[src/rtl/fifo_unpacker.sv]
// Drains length-prefixed packets from a FWFT 32-bit FIFO and emits them as a byte stream with last marker.
// Optional FIFO_UNPACK_MSB_FIRST_EN emits each word's bytes MSB-first (header length field position unchanged).
module fifo_unpacker #(
  parameter int LEN_BITS = 16
) (
  input  logic        i_clk,
  input  logic        i_reset,
  input  logic        i_fifo_empty,
  input  logic [31:0] i_fifo_dout,
  output logic        o_fifo_rden,
  output logic        o_out_valid,
  input  logic        i_out_ready,
  output logic [7:0]  o_out_data,
  output logic        o_out_last,
  output logic        o_busy,
  output logic        o_err_zero_len
);

  typedef enum logic [1:0] {
    S_IDLE  = 2'd0,
    S_FETCH = 2'd1,
    S_SEND  = 2'd2
  } state_t;

  state_t              r_state;
  state_t              w_state_nxt;
  logic [LEN_BITS-1:0] r_remaining;
  logic [31:0]         r_word;
  logic [1:0]          r_idx;
  logic                r_err;

  logic                w_accept;
  logic                w_last_byte;
  logic                w_hdr_zero;
  logic                w_rden;
  logic                w_load_hdr;
  logic                w_load_word;
  logic [1:0]          w_sel;

  assign w_accept    = (r_state == S_SEND) && i_out_ready;
  assign w_last_byte = (r_remaining == LEN_BITS'(1));
  assign w_hdr_zero  = (i_fifo_dout[LEN_BITS-1:0] == '0);

  always_comb begin
    w_state_nxt = r_state;
    w_rden      = 1'b0;
    w_load_hdr  = 1'b0;
    w_load_word = 1'b0;
    case (r_state)
      S_IDLE: begin
        if (!i_fifo_empty) begin
          w_rden     = 1'b1;
          w_load_hdr = 1'b1;
          if (!w_hdr_zero) w_state_nxt = S_FETCH;
        end
      end
      S_FETCH: begin
        if (!i_fifo_empty) begin
          w_rden      = 1'b1;
          w_load_word = 1'b1;
          w_state_nxt = S_SEND;
        end
      end
      S_SEND: begin
        if (w_accept) begin
          if (w_last_byte) begin
            w_state_nxt = S_IDLE;
          end else if (r_idx == 2'd3) begin
            // Refill in the same cycle as the byte-3 accept to avoid a bubble.
            if (!i_fifo_empty) begin
              w_rden      = 1'b1;
              w_load_word = 1'b1;
            end else begin
              w_state_nxt = S_FETCH;
            end
          end
        end
      end
      default: w_state_nxt = S_IDLE;
    endcase
  end

  always_ff @(posedge i_clk or posedge i_reset) begin
    if (i_reset) r_state <= S_IDLE;
    else         r_state <= w_state_nxt;
  end

  always_ff @(posedge i_clk or posedge i_reset) begin
    if (i_reset) begin
      r_remaining <= '0;
      r_word      <= '0;
      r_idx       <= '0;
      r_err       <= 1'b0;
    end else begin
      r_err <= w_load_hdr && w_hdr_zero;
      if (w_load_hdr)    r_remaining <= i_fifo_dout[LEN_BITS-1:0];
      else if (w_accept) r_remaining <= r_remaining - LEN_BITS'(1);
      if (w_load_word) begin
        r_word <= i_fifo_dout;
        r_idx  <= 2'd0;
      end else if (w_accept) begin
        r_idx  <= r_idx + 2'd1;
      end
    end
  end

`ifdef FIFO_UNPACK_MSB_FIRST_EN
  assign w_sel = ~r_idx;
`else
  assign w_sel = r_idx;
`endif

  // Reset state is IDLE, so rden must be masked explicitly while reset is held.
  assign o_fifo_rden    = w_rden && !i_reset;
  assign o_out_valid    = (r_state == S_SEND);
  assign o_out_data     = r_word[{w_sel, 3'b000} +: 8];
  assign o_out_last     = (r_state == S_SEND) && w_last_byte;
  assign o_busy         = (r_state != S_IDLE);
  assign o_err_zero_len = r_err;

endmodule
[config.mk]
export PLATFORM = sky130hd
export DESIGN_NAME = fifo_unpacker
export DESIGN_NICKNAME = d
export VERILOG_FILES = /design/src/rtl/fifo_unpacker.sv
export SDC_FILE = /design/constraint.sdc
export NUM_CORES = 1
export LEC_CHECK = 0
export ABC_AREA = 1
export CAP_MARGIN = 40
export CORE_MARGIN = 4
export CORE_UTILIZATION = 58
export CTS_CLUSTER_SIZE = 8
export DETAILED_ROUTE_END_ITERATION = 6
export PLACE_DENSITY = 0.87
export SETUP_SLACK_MARGIN = 0.02
export SLEW_MARGIN = 20
export SYNTH_ARGS = -nofsm -noshare
export SYNTH_HDL_FRONTEND = slang
export SYNTH_SLANG_ARGS = --single-unit
[constraint.sdc]
create_clock -name i_clk -period 3.9 [get_ports i_clk]
set_input_delay 0.78 -clock i_clk [delete_from_list [all_inputs] [get_ports i_clk]]
set_output_delay 0.78 -clock i_clk [all_outputs]
set_load 0.02 [all_outputs]
Yosys cells after proc, flatten, opt, wreduce, memory -nomap -nowiden
Cells that the tools add are included.

word-level totals
  bits in registers = 53
  bits of input ports = 36
  output and inout port bits = 13
  word-level logic and storage cells = 49

cells by class
  add/subtract/negate cells = 2
  equality and inequality tests = 10
  shifts and indexed selects = 1
  multiplexer cells = 19
  reduce and logical (&&, ||, !) cells = 12

operators with widths
  operator                                            count
  2-to-1 mux 16 bit                                   2
  variable part select 32 x 6 -> 8 bit                1
  2-to-1 mux 2 bit                                    9
  == test 16 x 1 -> 1 bit, second input constant      1
  logical NOT 16 bit                                  1
  subtractor 16 x 1 -> 16 bit, second input constant  1
  != test 2 bit, second input constant                3
  one-hot mux 2 bit (3 select lines)                  1
  AND reduction 6 bit                                 1
  nonzero test 2 bit                                  3
  2-to-1 mux 1 bit                                    5
  == test 2 bit, second input constant                2
  logical AND 1 bit                                   4
  one-hot mux 1 bit (2 select lines)                  2
  != test 3 x 1 -> 1 bit, second input constant       1
  != test 3 x 2 -> 1 bit, second input constant       1
  adder 2 x 1 -> 2 bit, second input constant         1
  == test 2 x 1 -> 1 bit, second input constant       1
  logical NOT 2 bit                                   1
  != test 2 x 1 -> 1 bit, second input constant       1
  OR reduction 2 bit                                  1
  logical NOT 1 bit                                   1

Logic depth before layout (Yosys ltp)
  word-level depth = 6
  gate-level depth with buffers = 11
  depth with buffers taken out = 10

Least setup slack after synthesis
No wires, ideal clock.

  kind = flip-flop to output port
  start point = register r_state[0]
  end point = output o_out_last
  arrival = 1.651 ns
  required time = 3.120 ns
  path slack = 1.469 ns
  cell stages (with the launch flop) = 5
  buffers on the path = 0
  cell sequence = dfrtp_1 > inv_1 > ha_1 > inv_1 > nor4_1

on the way
  cells in the longest elaborated chain, start to end = 2

ends and longest elaborated chain
  item                    line  source
  from (decl)             25    state_t r_state;
  from (signal assigned)  85    else r_state <= w_state_nxt;
  == test 2 bit           n/a
  via o_out_valid         11    output logic o_out_valid,
  logical AND 1 bit       117   assign o_out_last = (r_state == S_SEND) && w_last_byte;
  to (decl)               14    output logic o_out_last,

The timed path passes the listed nets, and every way through them passes these cells.

Worst setup path after layout
  start point = input i_out_ready
  end point = output o_fifo_rden

on the way
  cells in the longest elaborated chain, start to end = 4

ends and longest elaborated chain
  item                                line  source
  from (decl)                         12    input logic i_out_ready,
  logical AND 1 bit                   40    assign w_accept = (r_state == S_SEND) && i_out_ready;
  2-to-1 mux 1 bit                    65    if (w_accept) begin
  one-hot mux 1 bit (2 select lines)  49    case (r_state)
  logical AND 1 bit                   114   assign o_fifo_rden = w_rden && !i_reset;
  to (decl)                           10    output logic o_fifo_rden,

Every way passes these cells.

==> reports/metrics.yaml <==
status: "finished, final reports clean"
drc: 0
first_pass_iters: 5
clockRootBuffer: "clkbuf_8"
maxCapViolCount: 0
cts_max_level: 2
worstMarginPinSlew_ns: 0.663
drive_gt1_share_pct: 5.78
p_leak_nw: 1.79
synth_top_area_share_pct: 44.0
cp.arrival_ns: 2.47
cp-end-kind: "output pin"
skew_ns: 0.00928
maxSlewViolCount: 0
globalplace.congestion: 0.903
synth_cell_types: 30
core_um2: 4880
die_h_um: 80.1
seq_area_frac_synth_pct: 44.0
grt_first_pass_wirelength_mm: 13.3
avgViaCountPerCell: 5.63
netlist_top_cells_count: "121 x nand2_1, 53 x dfrtp_1, 49 x nand3_1"
hold_depth: 2
syn_area_um2: 3010
drt_wl_total_mm: 7.90
synth_top_family_by_area: "simple AND/OR/NAND/NOR gates"
timing.rr.start: "r_state[0]"
start_kind: "input pin"
final_cells: 517
nets: 495
synth-edff-count: 0
synthArstFlopShare_pct: 100
wire_per_inst_um: 15.3
hold_path_startpoint: "r_word[28]"
place_hpwl_mm: 5.78
hold_viol: 0
cts-buffers-inserted: 5
fin_crit_ns: 3.25
synth-adder-area-share_pct: 3.74
rsz0062_at_grt: "no"
synth_area_per_cell_um2: 7.50
syn-num-nets: 447
cts_tree: "yes"
antenna_found_initial: 0
ys_ff_latch: 53
grt-ovfl-total: 0
ys_top_cells_by_area: "dfrtp_1 44%, nand2_1 15%, nand3_1 8.1%, nor2_1 5.9%, o21ai_0 4.2%"
post-cts-setup-buffers: 0
nFillCells: 408
worstPathMaxFanout: 7
cts.sinks: 53
die_area_um2: 6410
synth.most_common_cell: "nand2_1"
syn_inst: 402
ios: 49
grt_pass1_vias: 2855
dpl.cell_count: 510
ctsResizeCount: 0
area_growth_pct: 21.6
fmax_mhz: 308
hold_buffers: 0
synth_flop_cell: "dfrtp_1"
antenna_left: 0
clk_pin_slew_ns: 0.09
clk_latency_ns: 0.31
ys_warn_count: 0
crit_type: "input pin to output pin"
worst_ir_drop_vdd_mv: 0.439
seq_area_um2: 1330
clock_path_buffers: 2
io_buffers: 48
rows: 25
grt_max_degree: 36
grt_usage_pct: 26.6
synth_area_leader_cell: "dfrtp_1"
synth-simple-area-share_pct: 32.7
start_util_pct: 61.8
power_mw: 2.80
die_x_um: 80.1
p_per_area_nw_per_um2: 763
crit_path_start: "i_out_ready"
antenna_cells: 0
synth_xor_area_share_pct: 2.91
reg2reg_depth: 10
drt-initial-drc-count: 266
fin_setup_tns_ns: 0
maxSlewHeadroom_pct: 55.8
synth_compound_area_share_pct: 9.71
period_share_pct: 83.2
multi_input_area_um2: 1480
synth_mux_area_share_pct: 0
hold_class: "flop to flop"
finalSetupViolations: 0
vias: 2913
required_ns: 3.12
[cells by family after synthesis]
kind of cell / Yosys count
AND/OR/NAND/NOR: 232
flip-flops: 53
AO/OA/AOI/OAI: 50
buffers and inverters: 48
XOR/XNOR: 10
adder cells (fa/ha/maj): 9
[flip-flops by register name (all words and copies together), names as in the netlist]
register        cells
r_word             32
r_remaining        16
r_idx               2
o_err_zero_len      1
r_state             2
[per-layer routing]
layer  vias to the layer above  track usage, %  wire, µm  share of wire (%)
met4                         0            10.5       146                1.8
met5                         -               0         0                  0
met1                      1382            37.4      3450                 44
li1                       1388               -         -                  -
met2                       128            41.0      3670                 47
met3                        15            4.60       626                7.9
[placed cells by master, fill, tap and decap left out, types with 4 or more instances in the layout]
cell and instances:
ha_1 9, nand2_1 121, a21oi_1 5, dfrtp_1 53, nand3_1 49, o21ai_0 25
o22ai_1 8, buf_4 6, inv_1 31, nor2_1 47, xor2_1 9, o211ai_1 4
clkdlybuf4s50_1 48, clkbuf_8 5
[cell type report]
| cell class | instances | area share [%] |
|---|---|---|
| Clock buffer | 5 | 1.88 |
| Multi-Input combinational cell | 301 | 40.3 |
| Sequential cell | 53 | 36.2 |
| Tap cell | 67 | 2.29 |
| Clock inverter | 2 | 0.956 |
| Timing Repair Buffer | 55 | 14.9 |
| Inverter | 34 | 3.48 |
[final timing paths]
kind,end,slack (ns)
worst max-delay path,o_fifo_rden,0.65
worst min-delay path,r_word[28],0.48
worst max register to register,r_word[18],1.60
worst min register to register,r_word[28],0.48
max in group asynchronous,r_remaining[9],2.55
min in group asynchronous,r_remaining[7],0.74
[power breakdown]
group / internal, mW / switching [mW] / total [mW]
logic: 0.552 / 0.896 / 1.45
registers: 0.796 / 0.187 / 0.983
clock network: 0.187 / 0.180 / 0.367
[worst max-delay path, cell delays in order]
cell and delay (ns):
clkdlybuf4s50_1 0.49, nand2_1 0.15, inv_2 0.17, nand3_2 0.11, nand2_4 0.07, o21a_1 0.10, clkdlybuf4s50_1 0.59
[through the flow]
stage	worst slack (ns)	instance area, µm²	hold slack (ns)	utilization, %
4_1_cts	0.664	3670	0.482	75.1
3_3_place_gp	0.697	3540	0.450	72.6
3_5_place_dp	0.677	3560	0.455	73.0
5_1_grt	0.574	3670	0.496	75.1
2_1_floorplan	1.47	3010	0.437	-
6_report	0.653	3670	0.484	75.1
Note: power is estimated with default switching activity, not from simulation.
